File: config.mk
export PLATFORM = sky130hd
export DESIGN_NAME = hazard_ctrl_unit
export DESIGN_NICKNAME = d
export VERILOG_FILES = /design/src/rtl/hazard_ctrl_unit.sv
export SDC_FILE = /design/constraint.sdc
export NUM_CORES = 1
export LEC_CHECK = 0
export ABC_AREA = 1
export BUFFER_PORTS_ARGS = -buffer_cell sky130_fd_sc_hd__buf_2
export CAP_MARGIN = 15
export CORE_MARGIN = 2
export CORE_UTILIZATION = 45
export CTS_CLUSTER_SIZE = 12
export DETAILED_ROUTE_END_ITERATION = 8
export PLACE_DENSITY = 0.79
export SLEW_MARGIN = 0
export SYNTH_ARGS = -nofsm -noshare
export SYNTH_HDL_FRONTEND = slang
export SYNTH_SLANG_ARGS = --single-unit
File: constraint.sdc
create_clock -name clk_i -period 1.96 [get_ports clk_i]
set_input_delay 0.294 -clock clk_i [delete_from_list [all_inputs] [get_ports clk_i]]
set_output_delay 0.294 -clock clk_i [all_outputs]
set_load 0.03 [all_outputs]
File: src/rtl/hazard_ctrl_unit.sv
// Pipeline hazard controller: load-use / branch-in-ID stalls, multi-cycle memory freeze FSM, stall counter.
// Optional macro HDU_BRANCH_HAZARD_EN enables branch operand hazard detection in ID.
module hazard_ctrl_unit #(
    parameter int unsigned REG_AW  = 5,
    parameter int unsigned MEM_LAT = 1,
    parameter int unsigned CNT_W   = 16
) (
    input  logic              clk_i,
    input  logic              rst_i,
    input  logic              start_i,
    input  logic [REG_AW-1:0] rs1_i,
    input  logic [REG_AW-1:0] rs2_i,
    input  logic              branch_i,
    input  logic [REG_AW-1:0] id_ex_rd_i,
    input  logic              id_ex_memread_i,
    input  logic              id_ex_regwrite_i,
    input  logic [REG_AW-1:0] ex_mem_rd_i,
    input  logic              ex_mem_memread_i,
    input  logic              mem_access_i,
    output logic              pc_stall_o,
    output logic              if_id_stall_o,
    output logic              bubble_o,
    output logic              pipe_freeze_o,
    output logic [CNT_W-1:0]  stall_cycles_o
);

    typedef enum logic [1:0] {
        IDLE,
        WAIT,
        RELEASE
    } state_e;

    localparam int unsigned     FW          = 5;
    localparam logic [FW-1:0]   FREEZE_LAST = FW'(MEM_LAT - 1);
    localparam logic [CNT_W-1:0] CNT_MAX    = {CNT_W{1'b1}};

    state_e            state_q, state_d;
    logic [FW-1:0]     freezeCnt_q, freezeCnt_d;
    logic [CNT_W-1:0]  stallCnt_q, stallCnt_d;

    logic loadUse;
    logic brHaz;
    logic freeze;
    logic hazard;
    logic pcStall;

    // x0 is hardwired to zero, so it never creates a dependency.
    function automatic logic regMatch(input logic [REG_AW-1:0] r,
                                      input logic [REG_AW-1:0] a,
                                      input logic [REG_AW-1:0] b);
        return (r != '0) && ((r == a) || (r == b));
    endfunction

    assign loadUse = id_ex_memread_i && regMatch(id_ex_rd_i, rs1_i, rs2_i);

`ifdef HDU_BRANCH_HAZARD_EN
    assign brHaz = branch_i &&
                   ((id_ex_regwrite_i && regMatch(id_ex_rd_i, rs1_i, rs2_i)) ||
                    (ex_mem_memread_i && regMatch(ex_mem_rd_i, rs1_i, rs2_i)));
`else
    logic unusedBranchInputs;
    assign unusedBranchInputs = ^{branch_i, id_ex_regwrite_i, ex_mem_rd_i, ex_mem_memread_i};
    assign brHaz = 1'b0;
`endif

    always_comb begin
        state_d     = state_q;
        freezeCnt_d = freezeCnt_q;
        freeze      = 1'b0;
        unique case (state_q)
            IDLE: begin
                if ((MEM_LAT > 1) && mem_access_i) begin
                    freeze      = 1'b1;
                    freezeCnt_d = FW'(1);
                    state_d     = (MEM_LAT == 2) ? RELEASE : WAIT;
                end
            end
            WAIT: begin
                freeze      = 1'b1;
                freezeCnt_d = freezeCnt_q + FW'(1);
                if ((freezeCnt_q + FW'(1)) == FREEZE_LAST) begin
                    state_d = RELEASE;
                end
            end
            RELEASE: begin
                state_d = IDLE;
            end
            default: begin
                state_d = IDLE;
            end
        endcase
        // A stopped CPU parks the FSM and masks every stall.
        if (!start_i) begin
            freeze  = 1'b0;
            state_d = IDLE;
        end
    end

    assign hazard  = start_i && !freeze && (loadUse || brHaz);
    assign pcStall = !rst_i && start_i && (freeze || hazard);

    always_comb begin
        stallCnt_d = stallCnt_q;
        if (pcStall && (stallCnt_q != CNT_MAX)) begin
            stallCnt_d = stallCnt_q + CNT_W'(1);
        end
    end

    always_ff @(posedge clk_i) begin
        if (rst_i) begin
            state_q     <= IDLE;
            freezeCnt_q <= '0;
            stallCnt_q  <= '0;
        end else begin
            state_q     <= state_d;
            freezeCnt_q <= freezeCnt_d;
            stallCnt_q  <= stallCnt_d;
        end
    end

    assign pc_stall_o     = pcStall;
    assign if_id_stall_o  = pcStall;
    assign bubble_o       = !rst_i && hazard;
    assign pipe_freeze_o  = !rst_i && freeze;
    assign stall_cycles_o = rst_i ? '0 : stallCnt_q;

endmodule

==> results of run 1 <==
stage by stage:
stage / cells / util, % / setup WS, ns
floorplan: 217 / - / 0.266
global placement: 280 / 53.6 / 0.254
detailed placement: 280 / 53.6 / 0.215
CTS: 284 / 54.9 / 0.178
global route: 284 / 54.9 / 0.0407
finish: 284 / 54.9 / 0.193
logic make-up after synthesis:
| kind of cell | count (synthesis) |
|---|---|
| AO/OA/AOI/OAI | 10 |
| buffers and inverters | 45 |
| flip-flops | 16 |
| other | 1 |
| AND/OR/NAND/NOR | 130 |
| adder cells (fa/ha/maj) | 1 |
| XOR/XNOR | 14 |
power groups by stage:
stage                     Sequential (mW)  Clock [mW]  Combinational (mW)
after detailed placement            0.338           0              0.0911
after CTS                           0.331       0.230              0.0914
final                               0.331       0.222              0.0910
after global routing                0.331       0.248               0.104
after floorplan                     0.338           0              0.0584
after global placement              0.338           0              0.0888
area by class of cell:
class / instances / area (sq um)
Sequential cell: 16 / 320
Multi-Input combinational cell: 156 / 754
Clock buffer: 4 / 36.3
Tap cell: 31 / 38.8
Fill cell: 304 / 1220
Inverter: 39 / 146
Timing Repair Buffer: 38 / 193
layout by cell type, fill, tap and decap left out:
cell and instances:
buf_2 37, nand2_1 63, nor3_4 1, nand3_4 1, nand4_1 2, inv_2 2, nor2_1 48, xor2_1 11
o21ai_0 8, buf_4 1, xnor2_1 3, clkbuf_4 3, o21ai_2 2, nor3_1 3, and3_1 1, ha_1 1
nand2_2 2, clkbuf_8 1, nand4_4 1, nand3_1 8, dfxtp_1 16, inv_1 37, conb_1 1
routing by layer:
| layer | wire [um] | share of wire (%) |
|---|---|---|
| met5 | 0 | 0 |
| met4 | 12 | 0.45 |
| met3 | 127 | 4.8 |
| met2 | 1210 | 45 |
| met1 | 1310 | 49 |
worst reg2reg max path, cell delays in order, from the launching register on:
cell and delay [ns]:
dfxtp_1 0.38, ha_1 0.21, nand2_2 0.10, nor3_4 0.26, nand4_4 0.16, nand3_4 0.31, o21ai_0 0.14, nand2_1 0.07
inv_1 0.03
worst max-delay path by stage:
| stage | startpoint | end | slack, ns | depth (start not counted) |
|---|---|---|---|---|
| detailed placement | stallCnt_q[0] | stallCnt_q[7] | 0.22 | 8 |
| global placement | stallCnt_q[0] | stallCnt_q[7] | 0.25 | 8 |
| finish | stallCnt_q[0] | stallCnt_q[7] | 0.19 | 8 |
| CTS | stallCnt_q[0] | stallCnt_q[7] | 0.18 | 8 |
| global route | stallCnt_q[0] | stallCnt_q[7] | 0.04 | 8 |
| floorplan | rst_i | pc_stall_o | 0.27 | 8 |
==> impl_metrics.ini, run 1 <==
[status]
status = completed

[global_route]
busiest_layer = met2
grt_pass1_vias = 1119
grt-ovfl-total = 0
antenna_found_initial = 0
use_met1_pct = 23.5
grt_usage_pct = 17.9
grt_pass1_wl_mm = 4.59
grtUsageMet2_pct = 29.2
met3_usage_pct = 5.22
grt_max_degree = 29

[synthesis]
synth_common_cells = nand2_1 (63), nor2_1 (48), inv_1 (37), dfxtp_1 (16), xor2_1 (11)
syn-cell-area_sq_mm = 0.00127
syn_avg_cell_area_sq_um = 5.84
synth_xor_area_share_pct = 9.67
ys_types = 23
ys.warnings.count = 0
synth_area_leaders = dfxtp_1 (25%), nand2_1 (19%), nor2_1 (14%)
synth_cells = 217
yosys.area.top_type = dfxtp_1
ys_ff_latch = 16
ys_seq_area_share_pct = 25.3
ys_async_sr_fraction_pct = 0
synth-compound-area-share_pct = 4.54
synth_mux_area_share_pct = 0
synth_nets = 246
synth-main-ff-cell = dfxtp_1
synth_edf_count = 0
yosys.area.top_type_share_pct = 25.3
synth_simple_gate_area_share_pct = 44.0
synth_top_family_by_area = simple AND/OR/NAND/NOR gates
synth_most_common_cell = nand2_1
synthAdderAreaFrac_pct = 0.987

[power_and_ir_drop]
powerDensity_mw_per_mm2 = 432
seqPwrFrac_pct = 51.4
p_comb_share_pct = 14.1
switching_share_pct = 26.1
intPower_uw = 476
vdd_drop_max_mv = 0.372
leakagePower_nw = 0.884
p_switching_uw = 168
power.total_uw = 644
clkPwrFrac_pct = 34.5

[place]
port_buffers = 37
hpwl_mm = 2.12
place.gp.congestion = 0.795
post_dp_cell_area_sq_mm = 0.00145

[floorplan]
die_w_um = 57.1
die-area_sq_mm = 0.00326
rows = 19
ios = 48
fp.coreArea_sq_mm = 0.00271
start_util_pct = 46.8
die_h_um = 57.1

[worst_setup_path]
r2r_slack_ns = 0.19
crit_path_top_delay_cell = dfxtp_1
crit_path_max_incr_delay_ns = 0.38
cp.required_ns = 2.15
crit_chain = ha_1 -> nand2_2 -> nor3_4 -> nand4_4 -> nand3_4 -> o21ai_0 -> nand2_1 -> inv_1
reg2reg_depth = 8
critPathLaunchType = flip-flop
r2r-end = stallCnt_q[7]
crit_family = simple AND/OR/NAND/NOR gates
cp-end-kind = flip-flop
r2r-start = stallCnt_q[0]
critPathKind = flip-flop to flip-flop
critical_path_peak_fanout = 28
critPathBufInv = 1
arrival_ns = 1.96

[clock_tree]
root_buffer = clkbuf_4
cts_hold_repair.buffers = 0
numClockSinks = 16
post-cts-setup-buffers = 0
post_cts_resized = 0
clkTransAtPathRegs_ns = 0.10
cts_tree = done
htreeDepth = 1
cts_buffer_depth = 2
clock_latency_ns = 0.29
cts_buffers = 3

[detailed_routing]
num_vias = 1311
drt_pass1_iterations = 4
drc = 0
wl_per_cell_um = 9.36
drt_iter0_drc = 40
final_antenna_net_count = 0
wl_mm = 2.66
via_per_inst = 4.62

[timing]
rsz0062_at_grt = no
fmax_mhz = 566
finalHoldViolCount = 0
finClkSkew_ns = 0.0129
finalCritPeriodShare_pct = 90.1
hold_slack_ns = 0.314
period_minus_slack_ns = 1.77
finalSetupViolCount = 0
drv_slew = 0
timing.setup.tns_ns = 0

[run]
maxCapViolations = 0

[finish]
area_growth_pct = 17.5
top_regs = stallCnt_q (16)
n_antenna_cell = 0
top_register = stallCnt_q
final_nets = 283
largest_reg_flops = 16
fin_area_sq_mm = 0.00149
drive_gt1_share_pct = 20.2

[hold_path]
hold_end = stallCnt_q[9]
hold_path.class = input port to flip-flop
hold_depth = 4
hp-start = rst_i
Power figures use the tool's default switching activity.
==> inputs of run 2 (changes only) <==
ABC_AREA = unset   (was 1)
CAP_MARGIN = 30   (was 15)
PLACE_DENSITY = 0.81   (was 0.79)
==> impl_metrics.ini, run 2 <==
[worst_setup_path]
critPathLaunchType = input port
critical_path_peak_fanout = 4
r2r_slack_ns = 0.10
cp.required_ns = 1.67
r2r-start = stallCnt_q[1]
critPathKind = input port to output port
critPathLaunch = id_ex_rd_i[2]
arrival_ns = 1.64
r2r-end = stallCnt_q[3]
cp-end-kind = output port
reg2reg_depth = 7

[clock_tree]
cts_tree = done
htreeDepth = 1
clock_latency_ns = 0.28
numClockSinks = 16
cts_buffer_depth = 2
root_buffer = clkbuf_4
clkTransAtPathRegs_ns = 0.08
cts_buffers = 3
post-cts-setup-buffers = 0

[detailed_routing]
wl_per_cell_um = 12.3
drt_pass1_iterations = 4
final_antenna_net_count = 0
drc = 0
drt_iter0_drc = 25
wl_mm = 2.47
num_vias = 1052
via_per_inst = 5.23

[finish]
final_nets = 202
final_cell_mix = buf_2 (35), nor2b_1 (16), dfxtp_1 (16)
drive_gt1_share_pct = 45.0
n_antenna_cell = 0
top_register = stallCnt_q
largest_reg_flops = 16
area_growth_pct = 27.9
top_regs = stallCnt_q (16)
mostFrequentLayoutCell = buf_2
final_core_util_pct = 59.4

[synthesis]
synth_common_cells = dfxtp_1 (16), nor2b_1 (16), nor2_1 (13), nand2_1 (11), xnor2_1 (10)
synth_cells = 127
ys_ff_latch = 16
synth_area_leaders = dfxtp_1 (29%), nor2b_1 (8.9%), xnor2_1 (7.8%)
synth_edf_count = 0
ys_async_sr_fraction_pct = 0
ys_types = 33
yosys.area.top_type = dfxtp_1
synth-main-ff-cell = dfxtp_1
synth_nets = 156
ys.warnings.count = 0
ys_seq_area_share_pct = 28.6
yosys.area.top_type_share_pct = 28.6
syn-cell-area_sq_mm = 0.00112
syn_avg_cell_area_sq_um = 8.82

[timing]
finalHoldViolCount = 0
timing.setup.tns_ns = 0
fmax_mhz = 518
finalSetupViolCount = 0
finClkSkew_ns = 0.000517
finalCritPeriodShare_pct = 98.6
rsz0062_at_grt = yes
period_minus_slack_ns = 1.93
drv_slew = 0
hold_slack_ns = 0.488

[floorplan]
die_h_um = 53.9
start_util_pct = 46.5
ios = 48
die_w_um = 53.9
die-area_sq_mm = 0.00290
fp.coreArea_sq_mm = 0.00241
rows = 18

[power_and_ir_drop]
power.total_uw = 580
vdd_drop_max_mv = 0.435
leakagePower_nw = 0.679
powerDensity_mw_per_mm2 = 405

[global_route]
grt_usage_pct = 18.5
grt_max_degree = 33
grt_pass1_wl_mm = 3.94
grt-ovfl-total = 0
grt_pass1_vias = 1002
antenna_found_initial = 0

[place]
hpwl_mm = 1.94
place.gp.congestion = 0.740
port_buffers = 37

[run]
maxCapViolations = 0

[status]
status = completed

[hold_path]
hold_depth = 3
hold_end = stallCnt_q[1]
hold_path.class = input port to flip-flop
hp-start = rst_i
run 2: changes by cell type after synthesis, sizes merged, moves of 8 or more:
cell   before  now
nor2b       0   16
nor2       48   13
nand2      65   13
mux2        0    8
inv        39    2
run 2: cell type report:
type | instances | area [sq um]
clock buffer | 3 | 22.5
multi-input combinational | 103 | 779
fill | 219 | 977
sequential | 16 | 320
timing repair buffer | 47 | 265
tap | 30 | 37.5
inverter | 2 | 7.51
run 2: worst max-delay path by stage:
| stage | endpoint | slack (ns) | cells after the start |
|---|---|---|---|
| after floorplan | stallCnt_q[7] | 0.07 | 8 |
| after global placement | stallCnt_q[14] | -0.03 | 6 |
| after detailed placement | stallCnt_q[12] | -0.05 | 6 |
| after CTS | pc_stall_o | 0.002 | 5 |
| after global routing | pc_stall_o | -0.007 | 5 |
| final | pc_stall_o | 0.03 | 5 |
run 2: routing by layer:
metal	GRT usage, %	vias to the layer above	wire length [um]
met4	11.5	0	47
met2	33.1	33	1250
li1	-	525	-
met5	0	-	0
met1	19.4	489	996
met3	4.17	5	177
run 2: metrics by stage:
| step | area [sq um] | cells | setup slack [ns] |
|---|---|---|---|
| after global routing | 1430 | 201 | -0.00667 |
| final | 1430 | 201 | 0.0281 |
| after CTS | 1390 | 201 | 0.00183 |
| after detailed placement | 1370 | 198 | -0.0498 |
| after global placement | 1370 | 198 | -0.0311 |
| after floorplan | 1120 | 127 | 0.0674 |
run 2: logic make-up after synthesis:
kind of cell             after synthesis  share of synthesized area (%)
buffers and inverters                  8                           5.03
flip-flops                            16                           28.6
AND/OR/NAND/NOR                       72                           39.1
AO/OA/AOI/OAI                          6                           4.58
adder cells (fa/ha/maj)                1                           1.12
multiplexers                           9                           10.3
other                                  1                          0.335
XOR/XNOR                              14                           10.9
run 2: worst max-delay path, stage by stage:
cell       delay (ns)
buf_2            0.13
or4_4            0.52
o2111ai_4        0.24
and2b_2          0.28
buf_4            0.17
run 2: report_power, final:
group	leakage, nW	internal (mW)	switching [mW]
registers	0.129	0.325	0.000143
clock network	0.0138	0.0714	0.0933
logic	0.536	0.0428	0.0472
total	0.679	0.439	0.141
run 2: timing repair:
item	in CTS	in global routing
endpoints found under the setup margin	0	4
hold buffers	0	0
gates resized for setup	0	9
==> inputs of run 3 (changes only) <==
BUFFER_PORTS_ARGS = -buffer_cell sky130_fd_sc_hd__buf_4   (was -buffer_cell sky130_fd_sc_hd__buf_2)
==> impl_metrics.ini, run 3 (same netlist as run 2, synthesis figures left out) <==
[timing]
period_minus_slack_ns = 1.93
finalHoldViolCount = 0
drv_slew = 0
hold_slack_ns = 0.483
fmax_mhz = 519
finClkSkew_ns = 0.00546
finalSetupViolCount = 0
finalCritPeriodShare_pct = 98.3

[finish]
mostFrequentLayoutCell = buf_4
drive_gt1_share_pct = 45.7
n_antenna_cell = 0
final_cell_mix = buf_4 (50), nor2b_1 (16), dfxtp_1 (16)
area_growth_pct = 36.6
fillers = 221
largest_reg_flops = 16
top_regs = stallCnt_q (16)
top_register = stallCnt_q
final_nets = 205

[hold_path]
hp-start = rst_i
hold_depth = 3
hold_end = stallCnt_q[1]
hold_path.class = input port to flip-flop

[global_route]
grt-ovfl-total = 0
grt_usage_pct = 19.5
grt_pass1_vias = 973
grt_max_degree = 33
antenna_found_initial = 0
grt_pass1_wl_mm = 4.08

[worst_setup_path]
critPathMostFrequentCell = buf_4
crit_path_top_delay_cell = or4_4
crit_path_max_incr_delay_ns = 0.52
reg2reg_depth = 7
critPathLaunchType = input port
arrival_ns = 1.63
cp-end-kind = output port
cp.required_ns = 1.67
r2r_slack_ns = 0.10
r2r-start = stallCnt_q[0]
critPathKind = input port to output port
r2r-end = stallCnt_q[9]
critical_path_peak_fanout = 4
crit_chain = buf_4 -> or4_4 -> o2111ai_2 -> and2b_2 -> buf_4

[status]
status = completed

[detailed_routing]
final_antenna_net_count = 0
wl_mm = 2.73
drt_pass1_iterations = 4
drc = 0
via_per_inst = 5.20
wl_per_cell_um = 13.3
num_vias = 1065
drt_iter0_drc = 12

[clock_tree]
cts_buffer_depth = 2
root_buffer = clkbuf_4
cts_buffers = 3
htreeDepth = 1
cts_tree = done
clock_latency_ns = 0.29
cts_hold_repair.buffers = 0
numClockSinks = 16
clkTransAtPathRegs_ns = 0.10

[place]
place.gp.congestion = 0.756
hpwl_mm = 2.07
port_buffers = 37

[floorplan]
ios = 48
die_h_um = 53.9
fp.coreArea_sq_mm = 0.00241
die_w_um = 53.9
rows = 18
die-area_sq_mm = 0.00290
start_util_pct = 46.5

[power_and_ir_drop]
leakagePower_nw = 0.697
vdd_drop_max_mv = 0.376
powerDensity_mw_per_mm2 = 424
power.total_uw = 649

[run]
maxCapViolations = 0
-- run 3: changes by cell type in the layout (fill, tap and decap cells not counted) --
cell and change:
buf_2 -35, buf_4 +38, clkbuf_8 +1, nor4_1 +1
nor4_4 -1, o2111ai_2 +1, o2111ai_4 -1
-- run 3: critical path: cells and delay by family --
kind	cells	cell delay (ns)
simple gates	2	0.80
compound gates	1	0.25
buf+inv	2	0.29
-- run 3: metrics by stage --
stage                     setup WS [ns]  area (sq um)  std cells  utilization [%]  setup TNS (ns)
final                            0.0335          1530        205             63.5               0
after global routing           -0.00354          1530        205             63.5        -0.00354
after CTS                        0.0196          1510        204             62.8               0
after detailed placement        -0.0420          1480        200             61.3          -0.121
after global placement          -0.0419          1480        200             61.3         -0.0778
after floorplan                  0.0674          1120        127                -               0
-- run 3: how the worst max path moves through the flow --
stage	startpoint	endpoint	slack [ns]	depth (start not counted)
2_1_floorplan	stallCnt_q[0]	stallCnt_q[7]	0.07	8
3_3_place_gp	id_ex_rd_i[1]	stallCnt_q[14]	-0.04	6
3_5_place_dp	id_ex_rd_i[1]	stallCnt_q[12]	-0.04	6
4_1_cts	id_ex_rd_i[1]	pc_stall_o	0.02	5
5_1_grt	stallCnt_q[0]	stallCnt_q[9]	-0.004	7
6_report	id_ex_rd_i[1]	pc_stall_o	0.03	5
-- run 3: routing by layer --
metal,wire [um],up-vias,GRT usage (%)
li1,-,532,-
met1,1050,489,19.8
met2,1440,37,38.4
met3,203,7,3.33
met4,40,0,7.69
met5,0,-,0
-- run 3: final cells by class --
type                            instances  area (sq um)  share of cell area, %
Tap cell                               30          37.5                   2.45
Clock buffer                            4          36.3                   2.37
Timing Repair Buffer                   50           375                   24.5
Multi-Input combinational cell        103           753                   49.2
Sequential cell                        16           320                   20.9
Inverter                                2          7.51                  0.491
-- run 3: where the power goes --
group / switching (mW) / internal (mW) / total (mW) / leakage [nW]
Combinational: 0.0467 / 0.0533 / 0.100 / 0.547
Sequential: 0.000144 / 0.325 / 0.325 / 0.129
Clock: 0.111 / 0.113 / 0.224 / 0.0210
-- run 3: repair_timing --
| action | 4_1_cts | 5_1_grt |
|---|---|---|
| gates resized for setup | 0 | 2 |
| setup endpoints to repair | 0 | 3 |
| buffers inserted | 0 | 1 |
